`src/rtl/shift_reg_univ.sv`:
```
// Universal shift register: load, logical/arithmetic shift and rotate, one
// bit position per clock, with a START/BUSY/DONE command handshake.
module shift_reg_univ #(
    parameter int unsigned WIDTH = 8,
    parameter int unsigned AMT_W = 4
) (
    input  logic             i_clk,
    input  logic             i_rst,
    input  logic             i_start,
    input  logic [2:0]       i_mode,
    input  logic [AMT_W-1:0] i_amt,
    input  logic             i_sin,
    input  logic [WIDTH-1:0] i_ip,
    output logic [WIDTH-1:0] o_op,
    output logic             o_sout,
    output logic             o_busy,
    output logic             o_done
);

    localparam logic [2:0] MODE_LOAD = 3'b000;
    localparam logic [2:0] MODE_SHL  = 3'b001;
    localparam logic [2:0] MODE_SHR  = 3'b010;
    localparam logic [2:0] MODE_ROR  = 3'b011;
    localparam logic [2:0] MODE_ROL  = 3'b100;
    localparam logic [2:0] MODE_ASR  = 3'b101;

    typedef enum logic [0:0] {
        ST_IDLE  = 1'b0,
        ST_SHIFT = 1'b1
    } state_t;

    state_t           r_state, w_state_nxt;
    logic [WIDTH-1:0] r_op, w_op_nxt;
    logic             r_sout, w_sout_nxt;
    logic             r_busy, w_busy_nxt;
    logic             r_done, w_done_nxt;
    logic [2:0]       r_mode, w_mode_nxt;
    logic [AMT_W-1:0] r_rem, w_rem_nxt;

    logic [2:0]       w_step_mode;
    logic [WIDTH-1:0] w_step_op;
    logic             w_step_sout;

    // One single-bit step of the selected operation; reserved modes hold
    always_comb begin
        w_step_op   = r_op;
        w_step_sout = r_sout;
        case (w_step_mode)
            MODE_SHL: begin
                w_step_op   = {r_op[WIDTH-2:0], i_sin};
                w_step_sout = r_op[WIDTH-1];
            end
            MODE_SHR: begin
                w_step_op   = {i_sin, r_op[WIDTH-1:1]};
                w_step_sout = r_op[0];
            end
            MODE_ROR: begin
                w_step_op   = {r_op[0], r_op[WIDTH-1:1]};
                w_step_sout = r_op[0];
            end
            MODE_ROL: begin
                w_step_op   = {r_op[WIDTH-2:0], r_op[WIDTH-1]};
                w_step_sout = r_op[WIDTH-1];
            end
            MODE_ASR: begin
                w_step_op   = {r_op[WIDTH-1], r_op[WIDTH-1:1]};
                w_step_sout = r_op[0];
            end
            default: begin
                w_step_op   = r_op;
                w_step_sout = r_op[0] & 1'b0 | r_sout;
            end
        endcase
    end

    // Next-state and next-output logic for the command sequencer
    always_comb begin
        w_state_nxt = r_state;
        w_op_nxt    = r_op;
        w_sout_nxt  = r_sout;
        w_done_nxt  = 1'b0;
        w_mode_nxt  = r_mode;
        w_rem_nxt   = r_rem;
        w_step_mode = (r_state == ST_SHIFT) ? r_mode : i_mode;

        case (r_state)
            ST_IDLE: begin
                if (i_start) begin
                    w_mode_nxt = i_mode;
                    if (i_mode == MODE_LOAD) begin
                        w_op_nxt   = i_ip;
                        w_done_nxt = 1'b1;
                    end else if (i_mode > MODE_ASR || i_amt == '0) begin
                        w_done_nxt = 1'b1;
                    end else begin
                        w_op_nxt   = w_step_op;
                        w_sout_nxt = w_step_sout;
                        if (i_amt == AMT_W'(1)) begin
                            w_done_nxt = 1'b1;
                        end else begin
                            w_rem_nxt   = i_amt - AMT_W'(1);
                            w_state_nxt = ST_SHIFT;
                        end
                    end
                end
            end
            ST_SHIFT: begin
                w_op_nxt   = w_step_op;
                w_sout_nxt = w_step_sout;
                w_rem_nxt  = r_rem - AMT_W'(1);
                if (r_rem == AMT_W'(1)) begin
                    w_state_nxt = ST_IDLE;
                    w_done_nxt  = 1'b1;
                end
            end
            default: begin
                w_state_nxt = ST_IDLE;
            end
        endcase

        w_busy_nxt = (w_state_nxt == ST_SHIFT);
    end

    // State and output registers with synchronous reset
    always_ff @(posedge i_clk) begin
        if (i_rst) begin
            r_state <= ST_IDLE;
            r_op    <= '0;
            r_sout  <= 1'b0;
            r_busy  <= 1'b0;
            r_done  <= 1'b0;
            r_mode  <= '0;
            r_rem   <= '0;
        end else begin
            r_state <= w_state_nxt;
            r_op    <= w_op_nxt;
            r_sout  <= w_sout_nxt;
            r_busy  <= w_busy_nxt;
            r_done  <= w_done_nxt;
            r_mode  <= w_mode_nxt;
            r_rem   <= w_rem_nxt;
        end
    end

    assign o_op   = r_op;
    assign o_sout = r_sout;
    assign o_busy = r_busy;
    assign o_done = r_done;

endmodule

```
`config.mk`:
```
export PLATFORM = sky130hd
export DESIGN_NAME = shift_reg_univ
export DESIGN_NICKNAME = d
export VERILOG_FILES = /design/src/rtl/shift_reg_univ.sv
export SDC_FILE = /design/constraint.sdc
export NUM_CORES = 1
export LEC_CHECK = 0
export CORE_AREA = 2 2 71 73
export CTS_CLUSTER_SIZE = 25
export DETAILED_ROUTE_END_ITERATION = 6
export DIE_AREA = 0 0 73 75
export PLACE_DENSITY = 0.51
export SYNTH_ARGS = -nofsm -noshare
export SYNTH_HDL_FRONTEND = slang
export SYNTH_SLANG_ARGS = --single-unit
```
`constraint.sdc`:
```
create_clock -name i_clk -period 1.7 [get_ports i_clk]
set_input_delay 0.425 -clock i_clk [delete_from_list [all_inputs] [get_ports i_clk]]
set_output_delay 0.425 -clock i_clk [all_outputs]
set_load 0.01 [all_outputs]
```
# After elaboration in Yosys (flattened, before gate mapping)
# Index checks and enable logic that the tools add are counted.
classes:
  reduce_logical: 9
  addsub: 2
  n_mux: 28
  div: 0
  mul: 0
  n_eq_ne: 12
  shifts: 0
  magnitude_cmp: 1
  bitwise: 1
ops:
  columns: ["cell", "count"]
  rows:
  - ["case mux 8 bit (5 select lines)", 1]
  - ["2-to-1 mux 8 bit", 3]
  - ["2-to-1 mux 4 bit", 4]
  - ["case mux 8 bit (2 select lines)", 1]
  - ["2-to-1 mux 1 bit", 13]
  - ["equality test 4 x 1 -> 1 bit, second input constant", 2]
  - ["inequality test 2 bit, second input constant", 4]
  - ["case mux 1 bit (2 select lines)", 4]
  - ["case mux 4 bit (2 select lines)", 1]
  - ["subtractor 4 x 1 -> 4 bit, second input constant", 2]
  - ["equality test 3 x 2 -> 1 bit, second input constant", 2]
  - ["equality test 3 bit, second input constant", 2]
  - ["logical NOT 4 bit", 1]
  - ["AND reduction 2 bit", 2]
  - ["AND reduction 4 bit", 1]
  - ["equality test 3 x 1 -> 1 bit, second input constant", 1]
  - ["greater-than comparator 3 bit, second input constant", 1]
  - ["logical NOT 3 bit", 1]
  - ["2-to-1 mux 3 bit", 1]
  - ["inequality test 3 bit, second input constant", 1]
  - ["AND reduction 3 bit", 1]
  - ["OR reduction 3 bit", 1]
  - ["OR reduction 2 bit", 1]
  - ["logical OR 1 bit", 1]
  - ["inverter 1 bit", 1]
totals:
  mem_bits_rw: 0
  rom_bits: 0
  inputBits: 19
  register_bits: 18
  latch_bits: 0
  n_memories: 0
  out_inout_bits: 11

# Logic depth before layout (Yosys ltp)
# Gate-level depths: netlist of the first run.
depth:
  depth_word: 8
  ltp_mapped: 7
  depth_no_buf: 7

# Least setup slack after synthesis of the first run
# No wires, ideal clock.
synth_path:
  kind: "reg2reg"
  start: "reg, netlist name o_busy"
  end: "reg r_sout (netlist: o_sout)"
  n_path_buf: 1
  arrival_time_ps: 1705
  period_less_slack_ps: 1819
  stages_incl_launch_ff: 7
  required_ps: 1585
  slack_ps: -119
  cell_sequence: "dfxtp_1 -> buf_6 -> mux2_2 -> nor2_2 -> a21o_1 -> mux2_4 -> o21a_1"
synth_lines:
  columns: ["element", "line", "source"]
  rows:
  - ["end signal, assigned", "137", "r_sout <= w_sout_nxt;"]
  - ["end, declared", "34", "logic r_sout, w_sout_nxt;"]

==> results.cfg, run 1 <==
[timing]
period_needed_ps = 1810
min_period_over_period = 1.06
whs_ps = 505
hold_viol = 0
grt_setup_unrepaired = yes
fmax_ghz = 0.553
drv_slew = 0
slew_headroom = 0.739
final.setup.worst_slack_ps = -108
fin_worst_skew_ps = 3.17
tightest_slew_ps = 386
setup_viol = 6

[logic_synthesis]
synth-async-reset-ratio = 0
ys_seq_area_frac = 0.266
synth-seq-cells = 18
synth_largest_area_cell = dfxtp_1
synthCells = 163
yosys_most_used_dff = dfxtp_1
netlist.area_leader.share = 0.266
syn_nets = 186
synth_edf_count = 0
synth.cell_area_sq_um = 1350
synth_top_cells_by_area = dfxtp_1 27%, a21oi_1 5.9%, nor2_1 5.8%, ha_1 3.7%, o2bb2ai_1 3.2%
synth_common_cells = 21 x nor2_1, 18 x dfxtp_1, 16 x a21oi_1
yosysUniqueCellTypes = 47
synth_warnings = 0
synth_most_common_cell = nor2_1
syn_area_per_cell_sq_um = 8.30

[routing]
vias_per_cell = 5.14
ant_nets = 0
vias = 1491
wire_per_inst_um = 14.3
wirelength_um = 4160
drt_iter0_drc = 39
firstDrtPassIters = 4
drcViolationCount = 0

[floorplan]
coreArea_sq_um = 4660
io_pins = 30
fp.dieH_um = 75
fp.dieW_um = 73
rows = 25
die_area_sq_um = 5480
start_util = 0.290

[critical_path]
required_ps = 1850
end_kind = register
critPathLaunch = o_busy
cp_max_fo = 6
worstSetupPathType = register to register
r2r_start = o_busy
arrival_ps = 1960
worstSetupStartpointType = register

[cts]
clock_path_buffers = 2
insertion_delay_ps = 260
tritoncts = built
cts_sinks = 18
clk_transition_reported_paths_ps = 70
cts-buffers-inserted = 3
h-tree-depth = 1
postCtsHoldBufs = 0
clock-root-buffer = clkbuf_8

[power_and_ir_drop]
p_leak_nw = 0.883
power.density_nw_per_um2 = 643
ir_drop_uv = 315

[placed_design]
io_buffer_count = 29
dpl.hpwl_um = 2910
dp.cells = 274
gp_congestion = 0.888
dp_slack_ps = -784

[hold_path]
hold_class = register to register
holdCritStartpoint = r_rem[3]

[finish]
nNetsFinal = 261
drive_above_1_share = 0.445
fin_util = 0.498
fillers = 434
stdcell_count = 290
antenna_cells = 0
syn2layout_area_growth_pct = 71.6

[grt]
grt-ovfl-total = 0
grt_pass1_vias = 1529
grt_start_max_net_pins = 21
antenna_found_initial = 0
grt_use_total = 0.162
grt_first_pass_wirelength_um = 6890

[job]
cap_viol_max_count = 0

[status]
failed_checks = negative setup slack
outcome = finished with violations
-- cell type report --
type / instances / area [sq um] / area share
tap: 54 / 67.6 / 0.0291
sequential: 18 / 370 / 0.160
clock buffer: 3 / 41.3 / 0.0178
inverter: 11 / 41.3 / 0.0178
multi-input combinational: 129 / 1160 / 0.499
timing repair buffer: 75 / 642 / 0.277
-- logic make-up (layout without fill, tap and decap cells) --
family          Yosys count  in the layout  synth area share
compound gates           47             47             0.239
xor+xnor                  3              3            0.0194
fa+ha+maj                 4              4            0.0370
buf+inv                  17             89            0.0648
flops                    18             18             0.266
mux                      11             11             0.105
simple gates             63             64             0.268
-- power breakdown --
part | switching [W] | internal (W)
logic | 0.000302 | 0.000365
registers | 0.0000469 | 0.000462
clock network | 0.000158 | 0.000158
-- routing by layer --
metal / track usage / part of all wire / vias to the layer above
met5: 0 / 0 / -
met4: 0.0700 / 0.026 / 0
met3: 0.0241 / 0.029 / 10
met2: 0.290 / 0.50 / 33
met1: 0.192 / 0.44 / 708
li1: - / - / 740
-- timing repair --
item                       in CTS  in global routing
cloned                          1                  0
setup endpoints to repair      18                 17
resized for setup              52                 25
setup buffers                   9                  3
pin swaps                      18                 10
-- flip-flops by register name, indices dropped and copies added (netlist names) --
register,flops
o_done,1
r_rem,4
o_busy,1
o_sout,1
o_op,8
r_mode,3
-- per-stage QoR --
stage / power (W) / cell area (sq um) / setup TNS (ps)
2_1_floorplan: 0.000794 / 1380 / -2.27
3_3_place_gp: 0.00102 / 1940 / -8050
3_5_place_dp: 0.00102 / 1940 / -8590
4_1_cts: 0.00143 / 2200 / -278
5_1_grt: 0.00158 / 2320 / -637
6_report: 0.00149 / 2320 / -273
-- worst max-delay path, stage by stage (launching register included) --
cell and delay, ps:
dfxtp_4 430, mux2_4 350, mux2i_1 190, o2bb2ai_2 80
a2111oi_2 400, buf_4 180, o41ai_1 70
-- layout by cell type (no fill, tap or decap), drive strengths merged, types with 4 or more instances in the layout --
master,count
buf,50
nor2,23
clkdlybuf4s50,20
dfxtp,18
a21oi,16
inv,11
nor3,11
mux2i,7
nand2,6
nand2b,5
o21ai,5
or3,5
o2bb2ai,5
o32ai,4
dlygate4sd2,4
mux2,4
a211oi,4
nor2b,4
ha,4
-- worst paths after layout --
kind	to	slack (ps)	depth (start not counted)
worst max-delay path	o_op[7]	-110	6
worst min register to register	r_rem[3]	510	2
worst min-delay path	r_rem[3]	510	2
worst max register to register	o_op[7]	-110	6
Note: power is estimated with default switching activity, not from simulation.
==> run 2, diff against run 1 <==
==> constraint.sdc (replaced) <==
create_clock -name i_clk -period 1.7 [get_ports i_clk]
set_input_delay 0.17 -clock i_clk [delete_from_list [all_inputs] [get_ports i_clk]]
set_output_delay 0.17 -clock i_clk [all_outputs]
set_load 0.01 [all_outputs]
==> results.cfg, run 2 (synthesized netlist as in run 1, its figures left out) <==
[floorplan]
io_pins = 30
die_area_sq_um = 5480
fp.dieH_um = 75
coreArea_sq_um = 4660
fp.dieW_um = 73
start_util = 0.290
rows = 25

[power_and_ir_drop]
p_seq_frac = 0.335
total_power_w = 0.00150
power_switching_share = 0.334
p_comb_frac = 0.417
p_leak_nw = 0.846
power.density_nw_per_um2 = 678
clockPowerShare = 0.249
p_int_w = 0.000999
p_sw_w = 0.000502
ir_drop_uv = 307

[routing]
vias = 1473
firstDrtPassIters = 4
drcViolationCount = 0
vias_per_cell = 5.20
wirelength_um = 4270
ant_nets = 0
drt_iter0_drc = 34
wire_per_inst_um = 15.1

[timing]
tightest_slew_ps = 340
drv_slew = 0
fmax_ghz = 0.586
setup_viol = 1
period_needed_ps = 1710
fin_worst_skew_ps = 0.857
slew_headroom = 0.770
grt_setup_unrepaired = yes
hold_viol = 0
min_period_over_period = 1.00
final.setup.worst_slack_ps = -6.57

[finish]
multi_input_area_sq_um = 1090
antenna_cells = 0
final_area_sq_um = 2210
seqCellArea_sq_um = 364
largest_register_ffs = 8
drive_above_1_share = 0.358
nNetsFinal = 253
syn2layout_area_growth_pct = 63.6
final_common_cell = buf_4
layout_common_cells = 35 x buf_4, 25 x clkdlybuf4s50_1, 17 x nor2_1, 17 x dfxtp_1, 14 x a21oi_1
fillers = 436

[placed_design]
placed_cell_area_sq_um = 1930
dpl.hpwl_um = 3170
gp_congestion = 0.906
io_buffer_count = 29
dp_slack_ps = -526

[cts]
tritoncts = built
cts-buffers-inserted = 3
h-tree-depth = 1
insertion_delay_ps = 260
clk_transition_reported_paths_ps = 80
cts_sinks = 18
clock-root-buffer = clkbuf_8
postCtsHoldBufs = 0
clock_path_buffers = 2

[hold_path]
hold_class = input port to register

[grt]
grt_use_total = 0.167
grt_start_max_net_pins = 18
antenna_found_initial = 0
grt-ovfl-total = 0
grt_pass1_vias = 1589
grt_first_pass_wirelength_um = 7140

[critical_path]
crit_chain = mux2i_2 -> buf_6 -> nor2_4 -> a21o_4 -> mux2_4 -> o21a_1
worstSetupStartpointType = register
arrival_ps = 1870
end_kind = register
required_ps = 1860
slowest_stage = dfxtp_4
cp_max_fo = 7
cpPeakStageDelay_ps = 430
worstSetupPathType = register to register

[status]
outcome = finished with violations
failed_checks = negative setup slack

[job]
cap_viol_max_count = 0
## run 2: path summary, 6_finish.rpt
kind / startpoint / end / slack, ps / depth (start not counted)
worst max-delay path: o_busy / o_sout / -7 / 6
worst min-delay path: i_mode[1] / r_mode[1] / 390 / 3
worst max register to register: o_busy / o_sout / -7 / 6
worst min register to register: r_rem[3] / r_rem[3] / 510 / 2
## run 2: power groups by stage
stage / logic, W / registers [W] / clock network [W]
CTS: 0.000556 / 0.000501 / 0.000385
global route: 0.000676 / 0.000508 / 0.000402
global placement: 0.000517 / 0.000509 / 0
floorplan: 0.000282 / 0.000508 / 0
finish: 0.000625 / 0.000502 / 0.000373
detailed placement: 0.000520 / 0.000510 / 0
## run 2: metrics by stage
stage                     hold slack [ps]  cells  setup TNS, ps  utilization
after floorplan                       317    163              0            -
after global placement                482    274          -4580        0.414
after detailed placement              499    274          -5270        0.414
after CTS                             397    282              0        0.445
after global routing                  443    283           -187        0.475
final                                 393    283          -6.57        0.475
## run 2: layout make-up
| type | count | share of cell area |
|---|---|---|
| multi-input combinational | 128 | 0.492 |
| timing repair buffer | 68 | 0.270 |
| sequential | 18 | 0.164 |
| tap | 54 | 0.0305 |
| clock buffer | 4 | 0.0249 |
| inverter | 11 | 0.0187 |
## run 2: routing by layer
metal  routed length, um  GRT usage  vias to the layer above
met5                   0          0                        -
met1                1810      0.191                      707
met4                  86     0.0535                        0
li1                    -          -                      725
met2                2230      0.310                       33
met3                 150     0.0321                        8
## run 2: repair_timing
| action | in CTS | in global routing |
|---|---|---|
| endpoints found under the hold margin | 0 | 0 |
| pin swaps | 5 | 10 |
| buffers inserted | 5 | 1 |
| gates resized for setup | 20 | 24 |
| setup endpoints to repair | 14 | 11 |
## run 2: worst max-delay path, delay by kind of cell, from the launching register on
kind            cells  cell delay (ps)
flops               1              430
simple gates        1               40
compound gates      2              390
mux                 2              550
buf+inv             1              190
==> run 3, diff against run 2 <==
- PLACE_DENSITY: 0.51 -> 0.56
- RECOVER_POWER: default -> 50
==> results.cfg, run 3 (synthesized netlist as in run 1, its figures left out) <==
[status]
outcome = finished with violations
failed_checks = negative setup slack

[cts]
postCtsHoldBufs = 0
clock_path_buffers = 2
clk_transition_reported_paths_ps = 70
cts_sinks = 18
cts-buffers-inserted = 3
tritoncts = built
insertion_delay_ps = 260
clock-root-buffer = clkbuf_8
h-tree-depth = 1

[power_and_ir_drop]
total_power_w = 0.00144
p_sw_w = 0.000457
clockPowerShare = 0.248
p_seq_frac = 0.355
p_leak_nw = 0.843
p_int_w = 0.000985
ir_drop_uv = 256
power.density_nw_per_um2 = 672
power_switching_share = 0.317
p_comb_frac = 0.397

[critical_path]
cp_max_fo = 8
required_ps = 1840
cpPeakStageDelay_ps = 460
r2r_start = o_busy
worstSetupStartpointType = register
end_kind = register
slowest_stage = dfxtp_4
crit_chain = mux2_4 -> mux2i_1 -> o2bb2ai_1 -> a2111oi_2 -> buf_4 -> o41ai_2
critPathLaunch = o_busy
worstSetupPathType = register to register
arrival_ps = 1890

[placed_design]
dpl.hpwl_um = 2840
dp_slack_ps = -398
placed_cell_area_sq_um = 1940
io_buffer_count = 29
gp_congestion = 0.814

[timing]
period_needed_ps = 1750
drv_slew = 0
whs_ps = 331
hold_viol = 0
fmax_ghz = 0.570
setup_viol = 3
slew_headroom = 0.758
grt_setup_unrepaired = yes
fin_worst_skew_ps = 3.93
min_period_over_period = 1.03
final.setup.worst_slack_ps = -53.7
tightest_slew_ps = 360

[grt]
grt_pass1_vias = 1353
antenna_found_initial = 0
grt-ovfl-total = 0
grt_use_total = 0.148
grt_start_max_net_pins = 18
grt_first_pass_wirelength_um = 6280

[finish]
syn2layout_area_growth_pct = 58.6
final_area_sq_um = 2140
antenna_cells = 0
multi_input_area_sq_um = 1020
nNetsFinal = 252
layout_common_cells = 32 x buf_4, 19 x clkdlybuf4s50_1, 18 x nor2_1
fin_util = 0.460
final_common_cell = buf_4
seqCellArea_sq_um = 364
fillers = 456
largest_register_ffs = 8
drive_above_1_share = 0.329

[floorplan]
start_util = 0.290
die_area_sq_um = 5480
io_pins = 30
fp.dieH_um = 75
fp.dieW_um = 73
coreArea_sq_um = 4660
rows = 25

[routing]
firstDrtPassIters = 4
drt_iter0_drc = 54
ant_nets = 0
wirelength_um = 3780
vias = 1407
drcViolationCount = 0
vias_per_cell = 4.99
wire_per_inst_um = 13.4

[hold_path]
holdCritStartpoint = i_mode[2]
hold_class = input port to register

[job]
cap_viol_max_count = 0
## run 3: critical path, delay by kind of cell, from the launching register on
family	cells	cell delay, ps
muxes	2	520
AOI/OAI and AO/OA	3	480
DFF	1	460
buffers and inverters	1	170
## run 3: cell type report
type,instances,share of cell area
clock buffer,4,0.0257
inverter,11,0.0193
multi-input combinational,128,0.474
sequential,18,0.170
tap,54,0.0315
timing repair buffer,67,0.280
## run 3: final timing paths
path                    end  slack (ps)  cells after the start
hold reg to reg    r_rem[3]         500                      2
setup reg to reg    o_op[7]         -50                      6
hold / removal    r_mode[2]         330                      4
setup / recovery    o_op[7]         -50                      6
## run 3: power groups by stage
| stage | clock [W] | sequential [W] | combinational, W |
|---|---|---|---|
| 2_1_floorplan | 0 | 0.000508 | 0.000282 |
| 3_3_place_gp | 0 | 0.000519 | 0.000515 |
| 3_5_place_dp | 0 | 0.000517 | 0.000511 |
| 4_1_cts | 0.000371 | 0.000511 | 0.000545 |
| 5_1_grt | 0.000385 | 0.000520 | 0.000627 |
| 6_report | 0.000357 | 0.000512 | 0.000573 |
## run 3: metrics by stage
| step | instances | TNS (ps) |
|---|---|---|
| after floorplan | 163 | 0 |
| after global placement | 275 | -4290 |
| after detailed placement | 275 | -4540 |
| after CTS | 280 | -167 |
| after global routing | 282 | -834 |
| final | 282 | -118 |
## run 3: repair_timing
item                                    4_1_cts  5_1_grt
pin swaps                                     7        8
buffers inserted                              1        2
endpoints found under the setup margin       13       15
gates resized for setup                      18       17
## run 3: per-layer routing
| metal | share of wire | track usage | up-vias |
|---|---|---|---|
| li1 | - | - | 725 |
| met1 | 0.47 | 0.190 | 645 |
| met2 | 0.47 | 0.252 | 32 |
| met3 | 0.044 | 0.0321 | 5 |
| met4 | 0.012 | 0.0432 | 0 |
| met5 | 0 | 0 | - |
